===== src/rtl/vx_stream_pkg.sv =====
// vx_stream_pkg: shared sizing helpers and output-stage mode constants for the stream arbiter switch
package vx_stream_pkg;
  localparam int BUF_PASS = 0;
  localparam int BUF_SKID = 1;
  localparam int BUF_REG  = 2;
  localparam int PERF_W   = 32;
  function automatic int up_div(input int n, input int d);
    return (n + d - 1) / d;
  endfunction
  function automatic int log2_min1(input int n);
    return (n > 1) ? $clog2(n) : 1;
  endfunction
  function automatic int beat_width(input int sel_w, input int data_w);
    return 1 + sel_w + data_w;
  endfunction
endpackage


===== src/rtl/vx_stream_rr_lock_arb.sv =====
// vx_stream_rr_lock_arb: per-group round-robin arbiter that holds its grant from first beat to last beat
module vx_stream_rr_lock_arb #(
  parameter int NUM_REQS     = 4,
  parameter int LOG_NUM_REQS = 2
) (
  input  logic                    clk,
  input  logic                    reset,
  input  logic [NUM_REQS-1:0]     valid,
  input  logic                    last,
  input  logic                    fire,
  output logic [LOG_NUM_REQS-1:0] grant,
  output logic                    grant_valid
);
  logic [LOG_NUM_REQS-1:0] rr_ptr_q, rr_ptr_d, grant_q, grant_d, pick;
  logic locked_q, locked_d, found, held;
  // first valid slot at or after rr_ptr, then wrap to the low slots; held tracks the locked slot's valid
  always_comb begin
    found = 1'b0;
    pick  = grant_q;
    held  = 1'b0;
    for (int k = 0; k < NUM_REQS; k++)
      if (!found && valid[k] && k >= int'(rr_ptr_q)) begin
        found = 1'b1;
        pick  = LOG_NUM_REQS'(k);
      end
    for (int k = 0; k < NUM_REQS; k++)
      if (!found && valid[k]) begin
        found = 1'b1;
        pick  = LOG_NUM_REQS'(k);
      end
    for (int k = 0; k < NUM_REQS; k++)
      if (grant_q == LOG_NUM_REQS'(k)) held = valid[k];
    grant       = locked_q ? grant_q : pick;
    grant_valid = locked_q ? held : found;
  end
  // lock on a non-final beat; on the final beat release and move the pointer past the winner
  always_comb begin
    rr_ptr_d = rr_ptr_q;
    locked_d = locked_q;
    grant_d  = grant_q;
    if (fire) begin
      locked_d = ~last;
      grant_d  = grant;
      if (last) rr_ptr_d = (grant == LOG_NUM_REQS'(NUM_REQS - 1)) ? '0 : grant + 1'b1;
    end
  end
  // arbiter state register
  always_ff @(posedge clk or posedge reset) begin
    if (reset) begin
      rr_ptr_q <= '0;
      locked_q <= 1'b0;
      grant_q  <= '0;
    end else begin
      rr_ptr_q <= rr_ptr_d;
      locked_q <= locked_d;
      grant_q  <= grant_d;
    end
  end
endmodule


===== src/rtl/vx_stream_arb_switch.sv =====
// vx_stream_arb_switch: N-to-M packet-aware stream concentrator; define VX_STREAM_ARB_SWITCH_PERF_EN for per-output stall counters
module vx_stream_arb_switch
  import vx_stream_pkg::*;
#(
  parameter int NUM_INPUTS  = 4,
  parameter int NUM_OUTPUTS = 1,
  parameter int NUM_LANES   = 1,
  parameter int DATAW       = 1,
  parameter int BUFFERED    = 0,
  localparam int NUM_REQS     = up_div(NUM_INPUTS, NUM_OUTPUTS),
  localparam int LOG_NUM_REQS = log2_min1(NUM_REQS)
) (
  input  logic                                  clk,
  input  logic                                  reset,
  input  logic [NUM_INPUTS-1:0]                 valid_in,
  input  logic [NUM_INPUTS*NUM_LANES*DATAW-1:0] data_in,
  input  logic [NUM_INPUTS-1:0]                 last_in,
  output logic [NUM_INPUTS-1:0]                 ready_in,
  output logic [NUM_OUTPUTS-1:0]                valid_out,
  output logic [NUM_OUTPUTS*NUM_LANES*DATAW-1:0] data_out,
  output logic [NUM_OUTPUTS-1:0]                last_out,
  output logic [NUM_OUTPUTS*LOG_NUM_REQS-1:0]   sel_out,
  input  logic [NUM_OUTPUTS-1:0]                ready_out
`ifdef VX_STREAM_ARB_SWITCH_PERF_EN
  ,
  output logic [NUM_OUTPUTS*PERF_W-1:0]         perf_stalls
`endif
);
  localparam int BW = NUM_LANES * DATAW;
  typedef struct packed {
    logic                    last;
    logic [LOG_NUM_REQS-1:0] sel;
    logic [BW-1:0]           data;
  } beat_t;
  if ($bits(beat_t) != beat_width(LOG_NUM_REQS, BW)) begin : g_bad_beat
    $error("vx_stream_arb_switch: beat layout mismatch");
  end
  if (NUM_OUTPUTS > NUM_INPUTS) begin : g_bad_outputs
    $error("vx_stream_arb_switch: NUM_OUTPUTS must not exceed NUM_INPUTS");
  end
  if (BUFFERED < BUF_PASS || BUFFERED > BUF_REG) begin : g_bad_buffered
    $error("vx_stream_arb_switch: BUFFERED must be 0, 1 or 2");
  end
  for (genvar o = 0; o < NUM_OUTPUTS; o++) begin : g_out
    logic [NUM_REQS-1:0]     gv, gl;
    logic [BW-1:0]           gd [NUM_REQS];
    logic [LOG_NUM_REQS-1:0] grant;
    logic                    grant_valid, stage_ready, fire, out_valid;
    beat_t                   in_beat, out_beat;
    for (genvar r = 0; r < NUM_REQS; r++) begin : g_slot
      if (o * NUM_REQS + r < NUM_INPUTS) begin : g_live
        assign gv[r] = valid_in[o*NUM_REQS+r];
        assign gl[r] = last_in[o*NUM_REQS+r];
        assign gd[r] = data_in[(o*NUM_REQS+r)*BW +: BW];
        assign ready_in[o*NUM_REQS+r] = stage_ready & grant_valid & (grant == LOG_NUM_REQS'(r));
      end else begin : g_missing
        assign gv[r] = 1'b0;
        assign gl[r] = 1'b0;
        assign gd[r] = '0;
      end
    end
    // steer the granted slot's payload into the output stage, tagged with its local index
    always_comb begin
      in_beat = '{last: 1'b0, sel: grant, data: '0};
      for (int k = 0; k < NUM_REQS; k++)
        if (grant == LOG_NUM_REQS'(k)) begin
          in_beat.last = gl[k];
          in_beat.data = gd[k];
        end
    end
    assign fire = grant_valid & stage_ready;
    vx_stream_rr_lock_arb #(
      .NUM_REQS    (NUM_REQS),
      .LOG_NUM_REQS(LOG_NUM_REQS)
    ) u_arb (
      .clk        (clk),
      .reset      (reset),
      .valid      (gv),
      .last       (in_beat.last),
      .fire       (fire),
      .grant      (grant),
      .grant_valid(grant_valid)
    );
    if (BUFFERED == BUF_PASS) begin : g_pass
      assign stage_ready = ready_out[o];
      assign out_valid   = grant_valid & ~reset;
      assign out_beat    = reset ? '0 : in_beat;
    end else begin : g_skid
      logic  out_valid_q, out_valid_d, skid_valid_q, skid_valid_d;
      beat_t out_beat_q, out_beat_d, skid_beat_q, skid_beat_d;
      assign stage_ready = ~skid_valid_q;
      assign out_valid   = out_valid_q;
      assign out_beat    = out_beat_q;
      // the skid register already registers both valid and ready, so modes 1 and 2 share it;
      // the output slot refills from skid first, and the skid only catches a beat while the output is stalled
      always_comb begin
        out_valid_d  = out_valid_q;
        out_beat_d   = out_beat_q;
        skid_valid_d = skid_valid_q;
        skid_beat_d  = skid_beat_q;
        if (!out_valid_q || ready_out[o]) begin
          out_valid_d  = skid_valid_q | fire;
          out_beat_d   = skid_valid_q ? skid_beat_q : fire ? in_beat : out_beat_q;
          skid_valid_d = 1'b0;
        end else if (fire) begin
          skid_valid_d = 1'b1;
          skid_beat_d  = in_beat;
        end
      end
      // output and skid registers; reset discards any buffered beats
      always_ff @(posedge clk or posedge reset) begin
        if (reset) begin
          out_valid_q  <= 1'b0;
          out_beat_q   <= '0;
          skid_valid_q <= 1'b0;
          skid_beat_q  <= '0;
        end else begin
          out_valid_q  <= out_valid_d;
          out_beat_q   <= out_beat_d;
          skid_valid_q <= skid_valid_d;
          skid_beat_q  <= skid_beat_d;
        end
      end
    end
    assign valid_out[o]                           = out_valid;
    assign data_out[o*BW +: BW]                   = out_beat.data;
    assign last_out[o]                            = out_beat.last;
    assign sel_out[o*LOG_NUM_REQS +: LOG_NUM_REQS] = out_beat.sel;
`ifdef VX_STREAM_ARB_SWITCH_PERF_EN
    logic [PERF_W-1:0] stalls_q, stalls_d;
    // count cycles a beat is presented but held off downstream
    always_comb stalls_d = stalls_q + PERF_W'(out_valid & ~ready_out[o]);
    // stall counter register
    always_ff @(posedge clk or posedge reset) begin
      if (reset) stalls_q <= '0;
      else stalls_q <= stalls_d;
    end
    assign perf_stalls[o*PERF_W +: PERF_W] = stalls_q;
`endif
  end
endmodule


===== config.mk =====
export PLATFORM = sky130hd
export DESIGN_NAME = vx_stream_arb_switch
export DESIGN_NICKNAME = d
export VERILOG_FILES = /design/src/rtl/vx_stream_pkg.sv /design/src/rtl/vx_stream_rr_lock_arb.sv /design/src/rtl/vx_stream_arb_switch.sv
export SDC_FILE = /design/constraint.sdc
export NUM_CORES = 1
export LEC_CHECK = 0
export BUFFER_PORTS_ARGS = -buffer_cell sky130_fd_sc_hd__buf_2
export CAP_MARGIN = 15
export CORE_UTILIZATION = 40
export DETAILED_ROUTE_END_ITERATION = 16
export GPL_ROUTABILITY_DRIVEN = 0
export PLACE_DENSITY = 0.72
export SKIP_CTS_REPAIR_TIMING = 1
export SLEW_MARGIN = 20
export SYNTH_ARGS = -nofsm -noshare
export SYNTH_HDL_FRONTEND = slang
export SYNTH_HIERARCHICAL = 1
export SYNTH_SLANG_ARGS = --single-unit

===== constraint.sdc =====
create_clock -name clk -period 3.45 [get_ports clk]
set_input_delay 0.69 -clock clk [delete_from_list [all_inputs] [get_ports clk]]
set_output_delay 0.69 -clock clk [all_outputs]
set_load 0.03 [all_outputs]

==> flow_summary.json, run 1 <==
{
  "outcome": "finished clean",
  "fin_crit_ns": 3.346,
  "netlist_instances": 69,
  "synth-edff-count": 0,
  "path_class": "input port to primary output",
  "vdd_drop_max_mv": 0.4757,
  "synthTopCellsByCount": "nand2_1 (8), a21oi_1 (7), inv_1 (7)",
  "fmax_mhz": 298.8,
  "tns_ns": 0,
  "start_util_pct": 42.69,
  "cts_root_buffer": "clkbuf_4",
  "async_reset_ff_share_pct": 100.0,
  "cts_tree": "done",
  "die_h_um": 39.27,
  "slew_headroom_pct": 80.11,
  "critPathBufInv": 2,
  "synth_top_family_by_area": "simple AND/OR/NAND/NOR gates",
  "max_slew.worst_pin.slew_ns": 0.2983,
  "clkLatencyLatePin_ns": 0.24,
  "final_cells": 111,
  "synth_top_area_share_pct": 22.52,
  "grt_first_pass_wirelength_um": 1959,
  "synthAdderAreaFrac_pct": 0,
  "path_delay_family": "simple AND/OR/NAND/NOR gates",
  "vias_per_cell": 5.568,
  "crit_arrival_ns": 2.66,
  "drt_iter0_drc": 12,
  "power_density_nw_per_um2": 857.8,
  "finalCoreUtilization_pct": 55.19,
  "reg2reg_depth": 9,
  "min_path_type": "input port to asynchronous set/reset pin",
  "finalNetCount": 112,
  "wl_per_cell_um": 12.17,
  "htreeDepth": 1,
  "synth_ff_type": "dfrtp_1",
  "area_growth_pct": 29.28,
  "finalInstanceArea_um2": 718.2,
  "drv_cap": 0,
  "path_max_fanout": 7,
  "clock-sinks": 5,
  "dr.pass1.iters": 4,
  "synth_area_leaders": "dfrtp_1 (23%), mux4_2 (8.1%), a21oi_1 (6.3%)",
  "numCtsBuffers": 3,
  "synth_nets": 84,
  "hpwl_um": 1081,
  "drive_above_1_share_pct": 35.42,
  "fillers": 126,
  "hold_ws_ns": 0.4004,
  "rsz0062_at_grt": "false",
  "cts_buffer_depth": 2,
  "end_kind": "primary output",
  "dieArea_um2": 1542,
  "fin_ws_ns": 0.1038,
  "ys_types": 32,
  "core_area_um2": 1301,
  "worst_r2r_endpoint": "g_out[0].u_arb/rr_ptr_q[1]",
  "p_leak_nw": 0.3477,
  "clk_pin_slew_ns": 0.04,
  "placement.io_buffers": 23,
  "power.total_uw": 616.1,
  "final_antenna_net_count": 0,
  "muxShareOfSynthArea_pct": 12.84,
  "r2r_start": "g_out[0].u_arb/rr_ptr_q[1]",
  "cp_common_cell": "buf_2",
  "skew_ns": 0.0004876,
  "timing.final.crit_share_pct": 96.99,
  "grt_overflow_total": 0,
  "grt_pass1_vias": 490,
  "antenna_cells": 0,
  "drc": 0,
  "antenna_found_initial": 0,
  "slew_violations": 0,
  "place_ws_ns": 0.006500,
  "ioPinCount": 24,
  "critPathLaunchType": "input port",
  "drt_wl_total_um": 1351,
  "syn_avg_cell_area_um2": 8.051,
  "grt_max_degree": 9,
  "synth-seq-cells": 5,
  "grt_usage_pct": 19.07,
  "crit_chain": "buf_2 > nor2b_2 > or3_1 > a21oi_2 > a21oi_1 > nand2_2 > mux4_2 > nor2b_4 > buf_2",
  "yosysMostFrequentCell": "nand2_1",
  "yosysTopAreaCell": "dfrtp_1",
  "dp_cells": 107,
  "reg2reg_slack_ns": 0.66,
  "worstPathRequired_ns": 2.76,
  "vias": 618,
  "synthXorXnorAreaFrac_pct": 0,
  "hold_violations": 0,
  "synth_compound_area_share_pct": 24.10,
  "slowest_delay_ns": 0.54,
  "die_w_um": 39.27,
  "ys_seq_area_share_pct": 22.52,
  "rows": 13,
  "netlist_area_um2": 555.5,
  "yosys.area_share.simple_pct": 35.14,
  "ys_warn_count": 6,
  "cp_slowest_cell": "mux4_2",
  "finalSetupViolations": 0,
  "dpl-instance-area_um2": 689.4
}
[report_power, final]
part | total, mW | internal, mW | switching, mW
clock network | 0.0680 | 0.0437 | 0.0243
registers | 0.135 | 0.0879 | 0.0475
logic | 0.413 | 0.171 | 0.242
[state kept, by name, summed over array words and instances, names as in the netlist]
signal	flops
g_out.u_arb/grant_q	2
g_out.u_arb/locked_q	1
g_out.u_arb/rr_ptr_q	2
[metal layers]
layer	share of wire, %	up-vias	track usage, %
met5	0	-	0
met4	0	0	5.172
met3	5.6	0	7.386
met2	49	24	30.83
met1	45	285	23.34
li1	-	309	-
[worst max-delay path by stage]
stage	startpoint	end	cells after the start	slack [ns]
6_report	valid_in[2]	last_out	9	0.10
5_1_grt	valid_in[2]	last_out	9	0.004
4_1_cts	valid_in[2]	last_out	9	0.004
3_5_place_dp	valid_in[2]	last_out	9	0.006
3_3_place_gp	valid_in[2]	last_out	9	0.07
2_1_floorplan	valid_in[2]	ready_in[1]	6	0.37
[cells by family after synthesis]
logic type / count (synthesis)
AO/OA/AOI/OAI: 20
flip-flops: 5
multiplexers: 3
buffers and inverters: 8
AND/OR/NAND/NOR: 33
[placed cells by master, fill, tap and decap left out, types with 2 or more instances in the layout]
master | synthesis | routed
a21oi_1 | 7 | 7
and2_1 | 2 | 2
and4_1 | 2 | 2
buf_2 | 0 | 23
clkbuf_4 | 0 | 3
dfrtp_1 | 5 | 5
inv_1 | 7 | 7
mux4_2 | 2 | 2
nand2_1 | 8 | 7
nand2b_1 | 2 | 2
nor2_1 | 4 | 4
nor2b_1 | 5 | 5
nor3b_1 | 2 | 2
o21ai_0 | 2 | 2
o21ai_1 | 2 | 2
[area by class of cell]
class / count / area (um2) / area share, %
inverter: 8 / 30.03 / 4.181
multi-input combinational: 56 / 402.9 / 56.10
sequential: 5 / 125.1 / 17.42
timing repair buffer: 23 / 115.1 / 16.03
tap: 15 / 18.77 / 2.613
clock buffer: 4 / 26.28 / 3.659
Note: power is estimated with default switching activity, not from simulation.
==> run 2: changes to the inputs <==
CORE_AREA = 2 2 39 41   (was unset)
CORE_UTILIZATION = unset   (was 40)
DIE_AREA = 0 0 41 43   (was unset)
PLACE_DENSITY = 0.75   (was 0.72)
==> flow_summary.json, run 2 (same netlist as run 1, synthesis figures left out) <==
{
  "area_growth_pct": 30.86,
  "core_area_um2": 1384,
  "reg_top3": "g_out.u_arb/grant_q (2), g_out.u_arb/rr_ptr_q (2), g_out.u_arb/locked_q (1)",
  "r2r_start": "g_out[0].u_arb/rr_ptr_q[0]",
  "die_w_um": 41,
  "final_common_cell": "buf_2",
  "finalCoreUtilization_pct": 52.53,
  "finalNetCount": 113,
  "cts_buffer_depth": 2,
  "slew_violations": 0,
  "grt_overflow_total": 0,
  "end_kind": "primary output",
  "clock-sinks": 5,
  "grt_usage_pct": 18.86,
  "reg2reg_slack_ns": 0.63,
  "finalSetupViolations": 0,
  "fin_crit_ns": 3.323,
  "grt_max_degree": 9,
  "min_path_type": "input port to asynchronous set/reset pin",
  "critPathLaunchType": "input port",
  "rsz0062_at_grt": "false",
  "place_ws_ns": 0.07625,
  "dieArea_um2": 1763,
  "clk_pin_slew_ns": 0.05,
  "start_util_pct": 40.14,
  "die_h_um": 43,
  "power.total_uw": 632.8,
  "ioPinCount": 24,
  "path_class": "input port to primary output",
  "drt_iter0_drc": 13,
  "hold_ws_ns": 0.3998,
  "rows": 14,
  "cts_root_buffer": "clkbuf_4",
  "grt_first_pass_wirelength_um": 2297,
  "grt_pass1_vias": 561,
  "max_slew.worst_pin.slew_ns": 0.2855,
  "p_leak_nw": 0.3528,
  "tns_ns": 0,
  "fmax_mhz": 301.0,
  "worstPathRequired_ns": 2.76,
  "placement.io_buffers": 23,
  "dr.pass1.iters": 4,
  "antenna_found_initial": 0,
  "numCtsBuffers": 3,
  "vdd_drop_max_mv": 0.4143,
  "power_density_nw_per_um2": 870.5,
  "outcome": "finished clean",
  "cts_tree": "done",
  "path_max_fanout": 7,
  "antenna_cells": 0,
  "drt_wl_total_um": 1437,
  "crit_arrival_ns": 2.63,
  "drc": 0,
  "crit_end": "last_out",
  "final_antenna_net_count": 0,
  "wl_per_cell_um": 12.72,
  "reg2reg_depth": 10,
  "hold_violations": 0,
  "worst_r2r_endpoint": "g_out[0].u_arb/rr_ptr_q[1]",
  "fin_ws_ns": 0.1274,
  "layout_common_cells": "buf_2 (23), nand2_1 (7), inv_1 (7), a21oi_1 (7)",
  "crit_start": "valid_in[2]",
  "vias_per_cell": 5.584,
  "clkLatencyLatePin_ns": 0.24,
  "vias": 631,
  "timing.final.crit_share_pct": 96.31,
  "hpwl_um": 1128,
  "slew_headroom_pct": 80.88,
  "skew_ns": 0.009382,
  "drive_above_1_share_pct": 36.08,
  "drv_cap": 0,
  "htreeDepth": 1
}
[run 2: cell types whose count changed in the layout (fill, tap and decap cells not counted), sizes merged]
cell | previous run | this run
buf | 23 | 24
[run 2: how the worst min path moves through the flow]
stage / start / to / cells past startpoint
after floorplan: reset / g_out[0].u_arb/grant_q[0] / 1
after global placement: g_out[0].u_arb/grant_q[1] / g_out[0].u_arb/grant_q[1] / 2
after detailed placement: g_out[0].u_arb/grant_q[1] / g_out[0].u_arb/grant_q[1] / 2
after CTS: reset / g_out[0].u_arb/grant_q[0] / 2
after global routing: reset / g_out[0].u_arb/grant_q[0] / 2
final: reset / g_out[0].u_arb/grant_q[0] / 2
[run 2: area by class of cell]
class                      instances  area [um2]
tap                               16       20.02
timing repair buffer              24       122.6
clock buffer                       4       26.28
sequential                         5       125.1
multi-input combinational         56       402.9
inverter                           8       30.03
fill                             138       656.9
[run 2: stage by stage]
stage                     cells  cell area, um2
after floorplan              69           555.5
after global placement      109           698.2
after detailed placement    109           698.2
after CTS                   113           724.4
after global routing        113           726.9
final                       113           726.9
[run 2: power by group]
part | switching, mW | internal, mW | leakage, nW
logic | 0.250 | 0.180 | 0.279
clock network | 0.0230 | 0.0436 | 0.0150
registers | 0.0480 | 0.0879 | 0.0588
[run 2: per-layer routing]
layer  track usage (%)  wire [um]  part of all wire, %  vias up
met2             30.63        710                   49       27
met3             4.712        100                  7.0        0
met5                 0          0                    0        -
met1             23.26        626                   44      293
li1                  -          -                    -      311
met4             6.000          0                    0        0
[run 2: critical path: stages]
cell and delay, ns:
buf_2 0.14, nor2b_2 0.16, or3_1 0.36, a21oi_2 0.20, a21oi_1 0.10, nand2_2 0.15, mux4_2 0.53, nor2b_4 0.14
buf_2 0.17
